===== src/rtl/varredura_destino.sv =====
// Raster-scan controller feeding the nearest-neighbour scaler and writing the framebuffer.
// Optional build macro VARREDURA_BORDA_EN: scan the whole framebuffer, zero-filling the border.
module varredura_destino #(
  parameter int unsigned LARGURA_ORIG = 320,
  parameter int unsigned ALTURA_ORIG  = 240,
  parameter int unsigned LARGURA_FB   = 640,
  parameter int unsigned ALTURA_FB    = 480,
  parameter int unsigned LAT_ROM      = 2
) (
  input  logic        clk,
  input  logic        rst,
  input  logic        start,
  input  logic [2:0]  escala,
  input  logic [7:0]  pixel_in,
  input  logic        fb_ready,
  output logic [9:0]  x_dest,
  output logic [9:0]  y_dest,
  output logic        enable,
  output logic [18:0] fb_addr,
  output logic [7:0]  fb_data,
  output logic        fb_we,
  output logic        busy,
  output logic        done,
  output logic        erro
);

  typedef enum logic [2:0] {StIdle, StEmite, StEspera, StEscreve, StFim} estado_t;

  estado_t     estado;
  logic [3:0]  cnt;
  logic [9:0]  w_q, h_q;
  logic [18:0] base_linha;

  logic [12:0] prod_w, prod_h, win_w, win_h;
  logic [9:0]  x_last, y_last, nx, ny;
  logic        fim_linha, fim_quadro, prox_borda;

  // Window size computed from the raw escala so it can be latched on the accepting edge.
  always_comb begin
    prod_w = 13'(LARGURA_ORIG) * 13'(escala);
    prod_h = 13'(ALTURA_ORIG) * 13'(escala);
    win_w  = (prod_w > 13'(LARGURA_FB)) ? 13'(LARGURA_FB) : prod_w;
    win_h  = (prod_h > 13'(ALTURA_FB)) ? 13'(ALTURA_FB) : prod_h;
  end

`ifdef VARREDURA_BORDA_EN
  assign x_last     = 10'(LARGURA_FB - 1);
  assign y_last     = 10'(ALTURA_FB - 1);
  assign prox_borda = !((nx < w_q) && (ny < h_q));
`else
  assign x_last     = w_q - 10'd1;
  assign y_last     = h_q - 10'd1;
  assign prox_borda = 1'b0;
`endif

  always_comb begin
    fim_linha  = (x_dest == x_last);
    fim_quadro = fim_linha && (y_dest == y_last);
    nx         = fim_linha ? 10'd0 : x_dest + 10'd1;
    ny         = fim_linha ? y_dest + 10'd1 : y_dest;
  end

  always_ff @(posedge clk) begin
    if (rst) begin
      estado     <= StIdle;
      cnt        <= '0;
      w_q        <= '0;
      h_q        <= '0;
      base_linha <= '0;
      x_dest     <= '0;
      y_dest     <= '0;
      enable     <= 1'b0;
      fb_addr    <= '0;
      fb_data    <= '0;
      fb_we      <= 1'b0;
      busy       <= 1'b0;
      done       <= 1'b0;
      erro       <= 1'b0;
    end else begin
      enable <= 1'b0;
      done   <= 1'b0;
      erro   <= 1'b0;
      unique case (estado)
        // FIM already has busy low, so a start arriving there is accepted like in IDLE.
        StIdle, StFim: begin
          estado <= StIdle;
          if (start) begin
            if (escala == 3'd0) begin
              erro <= 1'b1;
            end else begin
              w_q        <= 10'(win_w);
              h_q        <= 10'(win_h);
              x_dest     <= '0;
              y_dest     <= '0;
              fb_addr    <= '0;
              base_linha <= '0;
              busy       <= 1'b1;
              enable     <= 1'b1;
              estado     <= StEmite;
            end
          end
        end
        StEmite: begin
          cnt    <= '0;
          estado <= StEspera;
        end
        StEspera: begin
          if (cnt == 4'(LAT_ROM - 1)) begin
            fb_data <= pixel_in;
            fb_we   <= 1'b1;
            estado  <= StEscreve;
          end else begin
            cnt <= cnt + 4'd1;
          end
        end
        StEscreve: begin
          if (fb_ready) begin
            if (fim_quadro) begin
              fb_we  <= 1'b0;
              busy   <= 1'b0;
              done   <= 1'b1;
              estado <= StFim;
            end else begin
              x_dest <= nx;
              y_dest <= ny;
              if (fim_linha) begin
                base_linha <= base_linha + 19'(LARGURA_FB);
                fb_addr    <= base_linha + 19'(LARGURA_FB);
              end else begin
                fb_addr <= fb_addr + 19'd1;
              end
              // Border pixels bypass the scaler and are written straight away as zero.
              if (prox_borda) begin
                fb_data <= 8'h00;
                fb_we   <= 1'b1;
                estado  <= StEscreve;
              end else begin
                fb_we  <= 1'b0;
                enable <= 1'b1;
                estado <= StEmite;
              end
            end
          end
        end
        default: estado <= StIdle;
      endcase
    end
  end

endmodule


===== config.mk =====
export PLATFORM = sky130hd
export DESIGN_NAME = varredura_destino
export DESIGN_NICKNAME = d
export VERILOG_FILES = /design/src/rtl/varredura_destino.sv
export SDC_FILE = /design/constraint.sdc
export NUM_CORES = 1
export LEC_CHECK = 0
export CAP_MARGIN = 20
export CORE_MARGIN = 2
export CORE_UTILIZATION = 59
export CTS_BUF_LIST = sky130_fd_sc_hd__clkbuf_16
export CTS_CLUSTER_DIAMETER = 120
export DETAILED_ROUTE_END_ITERATION = 12
export GPL_TIMING_DRIVEN = 1
export PLACE_DENSITY = 0.87
export SYNTH_ARGS = -nofsm -noshare
export SYNTH_HDL_FRONTEND = slang
export SYNTH_SLANG_ARGS = --single-unit

===== constraint.sdc =====
create_clock -name clk -period 6.2 [get_ports clk]
set_clock_uncertainty 0.2 [all_clocks]
set_input_delay 1.86 -clock clk [delete_from_list [all_inputs] [get_ports clk]]
set_output_delay 1.86 -clock clk [all_outputs]
set_load 0.01 [all_outputs]

==> results of run 1 <==
[cells by family after synthesis]
| kind of cell | after synthesis |
|---|---|
| muxes | 8 |
| adders and majority gates | 22 |
| DFF | 79 |
| and+or+nand+nor | 230 |
| AOI/OAI and AO/OA | 148 |
| xor gates and xnor gates | 25 |
| buffers and inverters | 50 |
[registers in the layout, indices dropped and copies added (netlist names)]
signal / flops
h_q: 5
base_linha: 12
w_q: 3
busy: 1
fb_we: 1
enable: 1
y_dest: 10
done: 1
fb_addr: 19
cnt: 4
estado: 3
x_dest: 10
erro: 1
fb_data: 8
[report_power, final]
group	total (uW)	leakage [uW]	switching, uW	internal (uW)
combinational	136	0.00111	84.3	51.3
sequential	527	0.000638	11.6	515
clock	503	0.000136	227	276
[synthesized netlist by cell type, drive strengths merged (3+ instances only)]
| cell | count | area [um^2] |
|---|---|---|
| nor4 | 10 | 62.6 |
| a21oi | 37 | 185 |
| nand4 | 11 | 68.8 |
| nand3 | 40 | 218 |
| a211oi | 7 | 52.6 |
| o31ai | 13 | 111 |
| nor3b | 3 | 22.5 |
| o21a | 5 | 37.5 |
| nor2 | 47 | 189 |
| o21ai | 27 | 143 |
| o211ai | 14 | 105 |
| nor3 | 21 | 121 |
| buf | 11 | 82.6 |
| a41oi | 3 | 26.3 |
| xnor2 | 16 | 140 |
| xor2 | 8 | 70.1 |
| fa | 3 | 60.1 |
| mux2i | 7 | 70.1 |
| inv | 27 | 101 |
| or3 | 11 | 68.8 |
| nand2 | 56 | 210 |
| and2 | 3 | 18.8 |
| o221ai | 6 | 52.6 |
| a31oi | 10 | 81.3 |
| nand2b | 5 | 31.3 |
| clkbuf | 12 | 46.3 |
| ha | 19 | 238 |
| dfxtp | 79 | 1580 |
| and3 | 8 | 50.1 |
[critical path: stages]
cell and delay (ns):
clkdlybuf4s50_1 0.68, fa_1 0.55, ha_1 0.27, fa_1 0.46, nand4b_1 0.11, nor2_1 0.05, a41oi_1 0.28, nor3_1 0.08
a211oi_1 0.25
[stage by stage]
stage          instance area (um^2)  instances  setup slack, ns  power, uW
4_1_cts                        5610        726             1.64       1160
3_5_place_dp                   5330        710             1.30        669
6_report                       5610        726             1.64       1160
3_3_place_gp                   5330        710             1.42        663
2_1_floorplan                  4650        562             2.15        628
5_1_grt                        5610        726             1.43       1200
[cell usage in the layout, fill, tap and decap left out, drive strengths merged, types with 7 or more instances in the layout]
cell / n
dfxtp: 79
nor2: 47
clkdlybuf4s50: 66
nand3: 40
nor3: 21
o211ai: 14
xor2: 8
ha: 19
mux2i: 7
nand2: 56
a31oi: 10
o21ai: 27
a211oi: 7
or3: 11
a21oi: 37
nor4: 10
nand4: 11
o31ai: 13
clkbuf: 9
xnor2: 16
inv: 30
and3: 8
[final cells by class]
type / instances / area, um^2 / area share [%]
Multi-Input combinational cell: 433 / 2840 / 50.6
Sequential cell: 79 / 1580 / 28.2
Timing Repair Buffer: 69 / 683 / 12.2
Clock buffer: 9 / 225 / 4.01
Tap cell: 102 / 128 / 2.27
Inverter: 27 / 101 / 1.81
Clock inverter: 7 / 53.8 / 0.959
[how the worst min path moves through the flow]
stage	from	end	slack [ns]	cells after the start
floorplan	h_q[9]$_SDFFE_PP0P_	h_q[9]$_SDFFE_PP0P_	0.24	2
global placement	fb_we$_SDFFE_PP0P_	fb_we$_SDFFE_PP0P_	0.24	2
detailed placement	fb_data[4]$_SDFFE_PP0P_	fb_data[4]$_SDFFE_PP0P_	0.25	2
CTS	fb_data[4]$_SDFFE_PP0P_	fb_data[4]$_SDFFE_PP0P_	0.26	2
global route	fb_data[4]$_SDFFE_PP0P_	fb_data[4]$_SDFFE_PP0P_	0.26	2
finish	fb_data[4]$_SDFFE_PP0P_	fb_data[4]$_SDFFE_PP0P_	0.26	2
[metal layers]
metal / vias up / routed length [um] / global-route usage (%)
li1: 2199 / - / -
met1: 2230 / 5440 / 39.3
met2: 226 / 6310 / 52.7
met3: 53 / 913 / 4.23
met4: 0 / 461 / 14.0
met5: - / 0 / 0
==> impl_metrics.toml, run 1 <==
[yosys]
synth-seq-area-share_pct = 34.0
synth.mux.area_fraction_pct = 1.75
synth-async-reset-ratio_pct = 0
postSynthRegisterBits = 79
post_synth_and_or_nand_nor_area_fraction_pct = 25.6
post_synth_fa_ha_maj_area_fraction_pct = 6.40
synth_flop_cell = "dfxtp_1"
post_synth_xor_area_fraction_pct = 5.01
synth-edff-count = 0
avgSynthCellArea_um2 = 8.27
ys.warnings.count = 0
synth.distinct_cells = 75
synth_top_family_by_area = "simple AND/OR/NAND/NOR gates"
postSynthNetCount = 599
synthCells = 562
synthesized_area_um2 = 4650
synth-compound-area-share_pct = 22.2

[sta]
period_minus_slack_ns = 4.56
timing.final.setup_violations = 0
grt_setup_unrepaired = "no"
final-max-slew-violation-count = 0
worst_pin_slew_ns = 0.952
setup_tns_final_ns = 0
final-hold-violation-count = 0
timing.slew.headroom_pct = 36.5
max_freq_ghz = 0.219
fin_crit_sh_pct = 73.5
hold-worst-slack_ns = 0.257

[power]
peakVddDrop_uv = 139
power.density_cell_area_nw_per_um2 = 208
power_leakage_uw = 0.00189

[flow_run]
timing.max_cap.violations = 0

[cells_and_area]
antenna_cells = 0
post-route-util_pct = 73.0
final.fill_count = 596
nets = 656
fraction_of_final_layout_cells_sized_beyond_drive_strength_1_pct = 5.93
layout-area-overhead-vs-synth_pct = 20.7

[grt]
grt_antenna_before_repair = 0
track_usage_pct = 31.1
grt_pass1_vias = 4489
grt_pass1_wl_um = 21500
grt.overflow.total = 0
grt_start_max_net_pins = 32

[detailed_routing]
drc = 0
via_count = 4708
detail_route.first_pass.iterations = 5
detail-route-antenna-nets = 0
detail_route.wirelength_um = 13100
drtIter0Drc = 434
routed_via_density = 6.48
avgRoutedWirePerCell_um = 18.1

[floorplan]
core_um2 = 7690
die_outline_area_um2 = 8610
num_rows = 32
fp.dieH_um = 92.8
io-pin-count = 67
initial_utilization_pct = 60.5
fp.dieW_um = 92.8

[critical_path]
cp.required_ns = 6.24
setup.worst_path.class = "in -> reg"
rr_endpoint = "base_linha[14]$_SDFFE_PP0P_"
critPathLaunchType = "input port"
reg2reg_slack_ns = 2.62
critical_path.endpoint = "h_q[5]$_SDFFE_PP0P_"
worstPathMaxFanout = 8
ff2ff_path_depth = 8
regToRegStartpoint = "w_q[9]$_SDFFE_PP0P_"
setup.worst_path.end_class = "flop"
critical_path_arrival_ns = 4.60
timing.critical_path.from = "escala[1]"

[placed_design]
io_buffer_count = 66
dp_hpwl_um = 9300
globalplace.congestion = 0.945

[clock_tree]
clkSlewWorstSetupHoldPaths_ns = 0.07
worstSkewPairLatency_ns = 0.34
post_cts_buffers = 0
numClockSinks = 79
cts.repair.resized = 0
cts_tree = "built"
cts-htree-levels = 3
root_buffer = "clkbuf_16"
max_clock_buf_depth = 2
tritoncts.num_buffers = 9
cts-hold-fix-buffers = 0

[worst_hold_path]
min-delay-path-class = "reg -> reg"

[outcome]
run_status = "complete, no violations"
No activity file was read; power rests on OpenSTA's default activity.
==> inputs of run 2 (changes only) <==
--- a/config.mk
+++ b/config.mk
@@ -7,12 +7,12 @@
 export LEC_CHECK = 0
 export CAP_MARGIN = 20
 export CORE_MARGIN = 2
-export CORE_UTILIZATION = 59
+export CORE_UTILIZATION = 55
 export CTS_BUF_LIST = sky130_fd_sc_hd__clkbuf_16
 export CTS_CLUSTER_DIAMETER = 120
 export DETAILED_ROUTE_END_ITERATION = 12
 export GPL_TIMING_DRIVEN = 1
-export PLACE_DENSITY = 0.87
+export PLACE_DENSITY = 0.82
 export SYNTH_ARGS = -nofsm -noshare
 export SYNTH_HDL_FRONTEND = slang
 export SYNTH_SLANG_ARGS = --single-unit
==> constraint.sdc (replaced) <==
create_clock -name clk -period 4.5 [get_ports clk]
set_clock_uncertainty 0.2 [all_clocks]
set_input_delay 1.35 -clock clk [delete_from_list [all_inputs] [get_ports clk]]
set_output_delay 1.35 -clock clk [all_outputs]
set_load 0.01 [all_outputs]
==> run 2 against run 1 <==
  * Combinational power increased by 44%
  * Die area increased by 7.0%
  * Sequential power increased by 38%
  * Clock power increased by 43%
  * Global-route usage decreased by 2.7 points
  * Cell area increased by 1.7%
  * Power increased by 41%
  * Highest routed layer unchanged
==> impl_metrics.toml, run 2 (same netlist as run 1, synthesis figures left out) <==
[outcome]
run_status = "complete, no violations"

[cells_and_area]
max_reg_flops = 19
layout_commonest_cell = "dfxtp_1"
antenna_cells = 0
largest_registers = "fb_addr (19), base_linha (12)"
fraction_of_final_layout_cells_sized_beyond_drive_strength_1_pct = 7.56
postLayoutCellArea_um2 = 5710
layout-area-overhead-vs-synth_pct = 22.8
layout.cells.most_common_list = "dfxtp_1 (79), clkdlybuf4s50_1 (66), nand2_1 (56)"
nets = 667
largest_register = "fb_addr"

[critical_path]
cp.required_ns = 4.53
critPathLaunchType = "input port"
setup.worst_path.class = "in -> reg"
crit_top_cell = "nor2_1"
setup.worst_path.end_class = "flop"
crit_slowest_cell = "fa_1"
worstPathCellList = "clkdlybuf4s50_1 > fa_1 > ha_1 > fa_1 > nand4b_1 > nor2_1 > a41oi_1 > nor2_1 > a22oi_1 > nor2_1"
slowest_delay_ns = 0.67
ff2ff_path_depth = 8
critical_path_arrival_ns = 3.94
worstPathMaxFanout = 6

[grt]
grt_pass1_vias = 4389
grt_pass1_wl_um = 20500
track_usage_pct = 28.4
grt_antenna_before_repair = 0
grt_start_max_net_pins = 21
grt.overflow.total = 0

[clock_tree]
root_buffer = "clkbuf_16"
cts.repair.resized = 0
cts_tree = "built"
clkSlewWorstSetupHoldPaths_ns = 0.06
worstSkewPairLatency_ns = 0.34
post_cts_buffers = 0
cts-hold-fix-buffers = 0
tritoncts.num_buffers = 9
max_clock_buf_depth = 2
cts-htree-levels = 3
numClockSinks = 79

[floorplan]
fp.dieW_um = 95.9
num_rows = 33
io-pin-count = 67
die_outline_area_um2 = 9210
core_um2 = 8220
fp.dieH_um = 95.9
initial_utilization_pct = 56.6

[power]
power.density_cell_area_nw_per_um2 = 287
finalPower_uw = 1640
peakVddDrop_uv = 187
power_leakage_uw = 0.00195

[detailed_routing]
drc = 0
wl_met2_um = 6030
detail_route.wirelength_um = 12500
wirelength_met1_um = 5280
via_count = 4680
drtIter0Drc = 355
wl_met3_um = 879
avgRoutedWirePerCell_um = 16.9
routed_via_density = 6.32
detail-route-antenna-nets = 0
dr.max_layer_used = "met4"
detail_route.first_pass.iterations = 8

[placed_design]
io_buffer_count = 66
dpl-instance-area_um2 = 5420
dp_hpwl_um = 9000
place_worst_setup_slack_ns = 0.247
globalplace.congestion = 0.991

[sta]
grt_setup_unrepaired = "no"
setup_slack_ns = 0.590
worst_pin_slew_ns = 0.907
final-max-slew-violation-count = 0
final-hold-violation-count = 0
timing.final.setup_violations = 0
fin_crit_sh_pct = 86.9
timing.slew.headroom_pct = 39.5
period_minus_slack_ns = 3.91
setup_tns_final_ns = 0
max_freq_ghz = 0.256

[worst_hold_path]
min-delay-path-class = "reg -> reg"
hold_depth = 2

[flow_run]
timing.max_cap.violations = 0
run 2: cell types whose count changed in the layout (fill, tap and decap cells not counted), sizes merged:
cell    delta
bufinv     +1
clkinv     +1
inv        -2
buf       +11
run 2: final cells by class:
type | count | area (um^2)
multi-input cells | 433 | 2840
fillers | 669 | 2510
flip-flops and latches | 79 | 1580
repair buffers | 80 | 766
clock buffers | 9 | 225
well taps | 105 | 131
inverters | 27 | 101
clock inverters | 7 | 65.1
run 2: path summary, 6_finish.rpt:
| kind | startpoint | end | slack, ns |
|---|---|---|---|
| max | escala[0] | h_q[4]$_SDFFE_PP0P_ | 0.59 |
| min | fb_data[5]$_SDFFE_PP0P_ | fb_data[5]$_SDFFE_PP0P_ | 0.26 |
| max reg2reg | w_q[9]$_SDFFE_PP0P_ | base_linha[14]$_SDFFE_PP0P_ | 1.10 |
| min reg2reg | fb_data[5]$_SDFFE_PP0P_ | fb_data[5]$_SDFFE_PP0P_ | 0.26 |
run 2: routing by layer:
layer  global-route usage, %  vias to the layer above
li1                        -                     2216
met1                    35.9                     2203
met2                    48.0                      227
met3                    5.01                       34
met4                    11.3                        0
met5                       0                        -
run 2: critical path, delay by kind of cell:
kind | cells | cell delay [ns]
and+or+nand+nor | 4 | 0.29
buffers and inverters | 1 | 0.54
AOI/OAI and AO/OA | 2 | 0.43
adders and majority gates | 3 | 1.32
run 2: power breakdown:
| group | internal (uW) | leakage, uW | switching [uW] |
|---|---|---|---|
| clock | 425 | 0.000146 | 293 |
| sequential | 710 | 0.000638 | 15.3 |
| combinational | 77.7 | 0.00117 | 118 |
run 2: stage by stage:
step | hold slack (ns) | utilization (%) | instances
2_1_floorplan | 0.243 | - | 562
3_3_place_gp | 0.243 | 65.9 | 724
3_5_place_dp | 0.250 | 65.9 | 724
4_1_cts | 0.260 | 69.5 | 740
5_1_grt | 0.278 | 69.5 | 740
6_report | 0.258 | 69.5 | 740
==> inputs of run 3 (changes only) <==
--- a/config.mk
+++ b/config.mk
@@ -7,12 +7,12 @@
 export LEC_CHECK = 0
 export CAP_MARGIN = 20
 export CORE_MARGIN = 2
-export CORE_UTILIZATION = 55
+export CORE_UTILIZATION = 50
 export CTS_BUF_LIST = sky130_fd_sc_hd__clkbuf_16
 export CTS_CLUSTER_DIAMETER = 120
 export DETAILED_ROUTE_END_ITERATION = 12
 export GPL_TIMING_DRIVEN = 1
-export PLACE_DENSITY = 0.82
+export PLACE_DENSITY = 0.78
 export SYNTH_ARGS = -nofsm -noshare
 export SYNTH_HDL_FRONTEND = slang
 export SYNTH_SLANG_ARGS = --single-unit
==> constraint.sdc (replaced) <==
create_clock -name clk -period 3.5 [get_ports clk]
set_clock_uncertainty 0.2 [all_clocks]
set_input_delay 1.05 -clock clk [delete_from_list [all_inputs] [get_ports clk]]
set_output_delay 1.05 -clock clk [all_outputs]
set_load 0.01 [all_outputs]
==> run 3 against run 2 <==
  * Register-to-register slack worse by 0.67 ns
  * Wire length up 1.7%
  * Combinational power up 39%
  * Cell area up 3.8%
  * Global-route usage down 2.7 points
  * Critical path depth down 1
  * Die area up 9.6%
  * Via count down 0.43%
  * First-iteration DRC count down 24%
  * Worst setup slack worse by 0.45 ns
  * Flip-flop and latch count unchanged
  * Utilization down 4.4 points
  * Largest cell class unchanged
==> impl_metrics.toml, run 3 (same netlist as run 1, synthesis figures left out) <==
[clock_tree]
cts.repair.resized = 0
max_clock_buf_depth = 2
cts_tree = "built"
cts-htree-levels = 3
tritoncts.num_buffers = 9
cts-hold-fix-buffers = 0
root_buffer = "clkbuf_16"
clkSlewWorstSetupHoldPaths_ns = 0.06
worstSkewPairLatency_ns = 0.34
numClockSinks = 79
post_cts_buffers = 0

[grt]
grt_pass1_wl_um = 20900
grt_pass1_vias = 4446
grt.overflow.total = 0
track_usage_pct = 25.6
grt_start_max_net_pins = 20
grt_antenna_before_repair = 0

[floorplan]
initial_utilization_pct = 51.0
fp.dieH_um = 100
io-pin-count = 67
num_rows = 35
fp.dieW_um = 100
die_outline_area_um2 = 10100
core_um2 = 9110

[cells_and_area]
final.fill_count = 780
largest_registers = "fb_addr (19), base_linha (12)"
layout_commonest_cell = "dfxtp_1"
layout-area-overhead-vs-synth_pct = 27.5
antenna_cells = 0
nets = 685
largest_register = "fb_addr"
fraction_of_final_layout_cells_sized_beyond_drive_strength_1_pct = 10.4
max_reg_flops = 19
layout.cells.most_common_list = "dfxtp_1 (79), clkdlybuf4s50_1 (65), nand2_1 (56)"

[placed_design]
io_buffer_count = 66
dp_hpwl_um = 9220
globalplace.congestion = 0.872

[detailed_routing]
avgRoutedWirePerCell_um = 16.6
detail_route.first_pass.iterations = 5
wl_met2_um = 6210
wl_met3_um = 705
detail_route.wirelength_um = 12700
dr.max_layer_used = "met4"
drc = 0
wirelength_met1_um = 5440
via_count = 4660
detail-route-antenna-nets = 0
drtIter0Drc = 269
routed_via_density = 6.10

[sta]
timing.final.setup_violations = 0
setup_tns_final_ns = 0
hold-worst-slack_ns = 0.257
final-hold-violation-count = 0
timing.slew.headroom_pct = 40.9
max_freq_ghz = 0.298
worst_pin_slew_ns = 0.887
final-max-slew-violation-count = 0
fin_crit_sh_pct = 96.0
period_minus_slack_ns = 3.36

[worst_hold_path]
hold_depth = 2
hold_start = "fb_data[6]$_SDFFE_PP0P_"
min-delay-path-class = "reg -> reg"
hold_end = "fb_data[6]$_SDFFE_PP0P_"

[power]
power.density_cell_area_nw_per_um2 = 385
peakVddDrop_uv = 242
power_leakage_uw = 0.00207

[critical_path]
crit_top_cell = "fa_1"
setup.worst_path.class = "in -> reg"
worstPathMaxFanout = 3
ff2ff_path_depth = 8
crit_slowest_cell = "fa_1"
slowest_delay_ns = 0.51
worstPathCellList = "clkdlybuf4s50_1 > fa_1 > ha_2 > fa_1 > nand4b_1 > nor2_2 > a41oi_2 > nor3_1 > nor2_1"
rr_endpoint = "fb_addr[6]$_SDFFE_PP0P_"
critPathLaunchType = "input port"
regToRegStartpoint = "w_q[9]$_SDFFE_PP0P_"
cp.required_ns = 3.53
critical_path_arrival_ns = 3.39
setup.worst_path.end_class = "flop"
reg2reg_slack_ns = 0.43

[flow_run]
timing.max_cap.violations = 0

[outcome]
run_status = "complete, no violations"
run 3: per-stage QoR:
stage | power, uW | setup WS [ns] | instance area, um^2 | util (%) | instances
2_1_floorplan | 1110 | 0.262 | 4650 | - | 562
3_3_place_gp | 1210 | -0.205 | 5570 | 61.2 | 748
3_5_place_dp | 1220 | -0.272 | 5570 | 61.2 | 748
4_1_cts | 2280 | 0.0840 | 5910 | 64.9 | 764
5_1_grt | 2350 | -0.0119 | 5930 | 65.1 | 764
6_report | 2280 | 0.141 | 5930 | 65.1 | 764
run 3: worst max-delay path by stage:
| stage | from | to | slack [ns] | cells after the start |
|---|---|---|---|---|
| 5_1_grt | escala[2] | h_q[4]$_SDFFE_PP0P_ | -0.01 | 10 |
| 2_1_floorplan | escala[0] | h_q[4]$_SDFFE_PP0P_ | 0.26 | 9 |
| 4_1_cts | escala[1] | h_q[5]$_SDFFE_PP0P_ | 0.08 | 9 |
| 3_3_place_gp | escala[0] | h_q[4]$_SDFFE_PP0P_ | -0.21 | 10 |
| 6_report | escala[2] | h_q[6]$_SDFFE_PP0P_ | 0.14 | 9 |
| 3_5_place_dp | escala[1] | h_q[4]$_SDFFE_PP0P_ | -0.27 | 10 |
run 3: power breakdown:
part / internal, uW / switching [uW]
registers: 912 / 18.9
logic: 118 / 155
clock network: 693 / 384
total: 1720 / 558
run 3: cell type report:
type	instances	area (um^2)	share of cell area, %
multi-input cells	433	2850	48.1
flip-flops and latches	79	1580	26.7
repair buffers	98	916	15.5
clock buffers	9	225	3.80
well taps	111	139	2.34
clock inverters	7	114	1.92
inverters	27	101	1.71
run 3: worst max-delay path, delay by kind of cell:
kind	cells	cell delay [ns]
fa+ha+maj	3	1.23
simple gates	4	0.50
buf+inv	1	0.44
compound gates	1	0.15
run 3: per-layer routing:
layer / vias up / track usage, %
met2: 160 / 42.2
met3: 36 / 3.83
met5: - / 0
met1: 2208 / 33.0
met4: 0 / 12.0
li1: 2256 / -
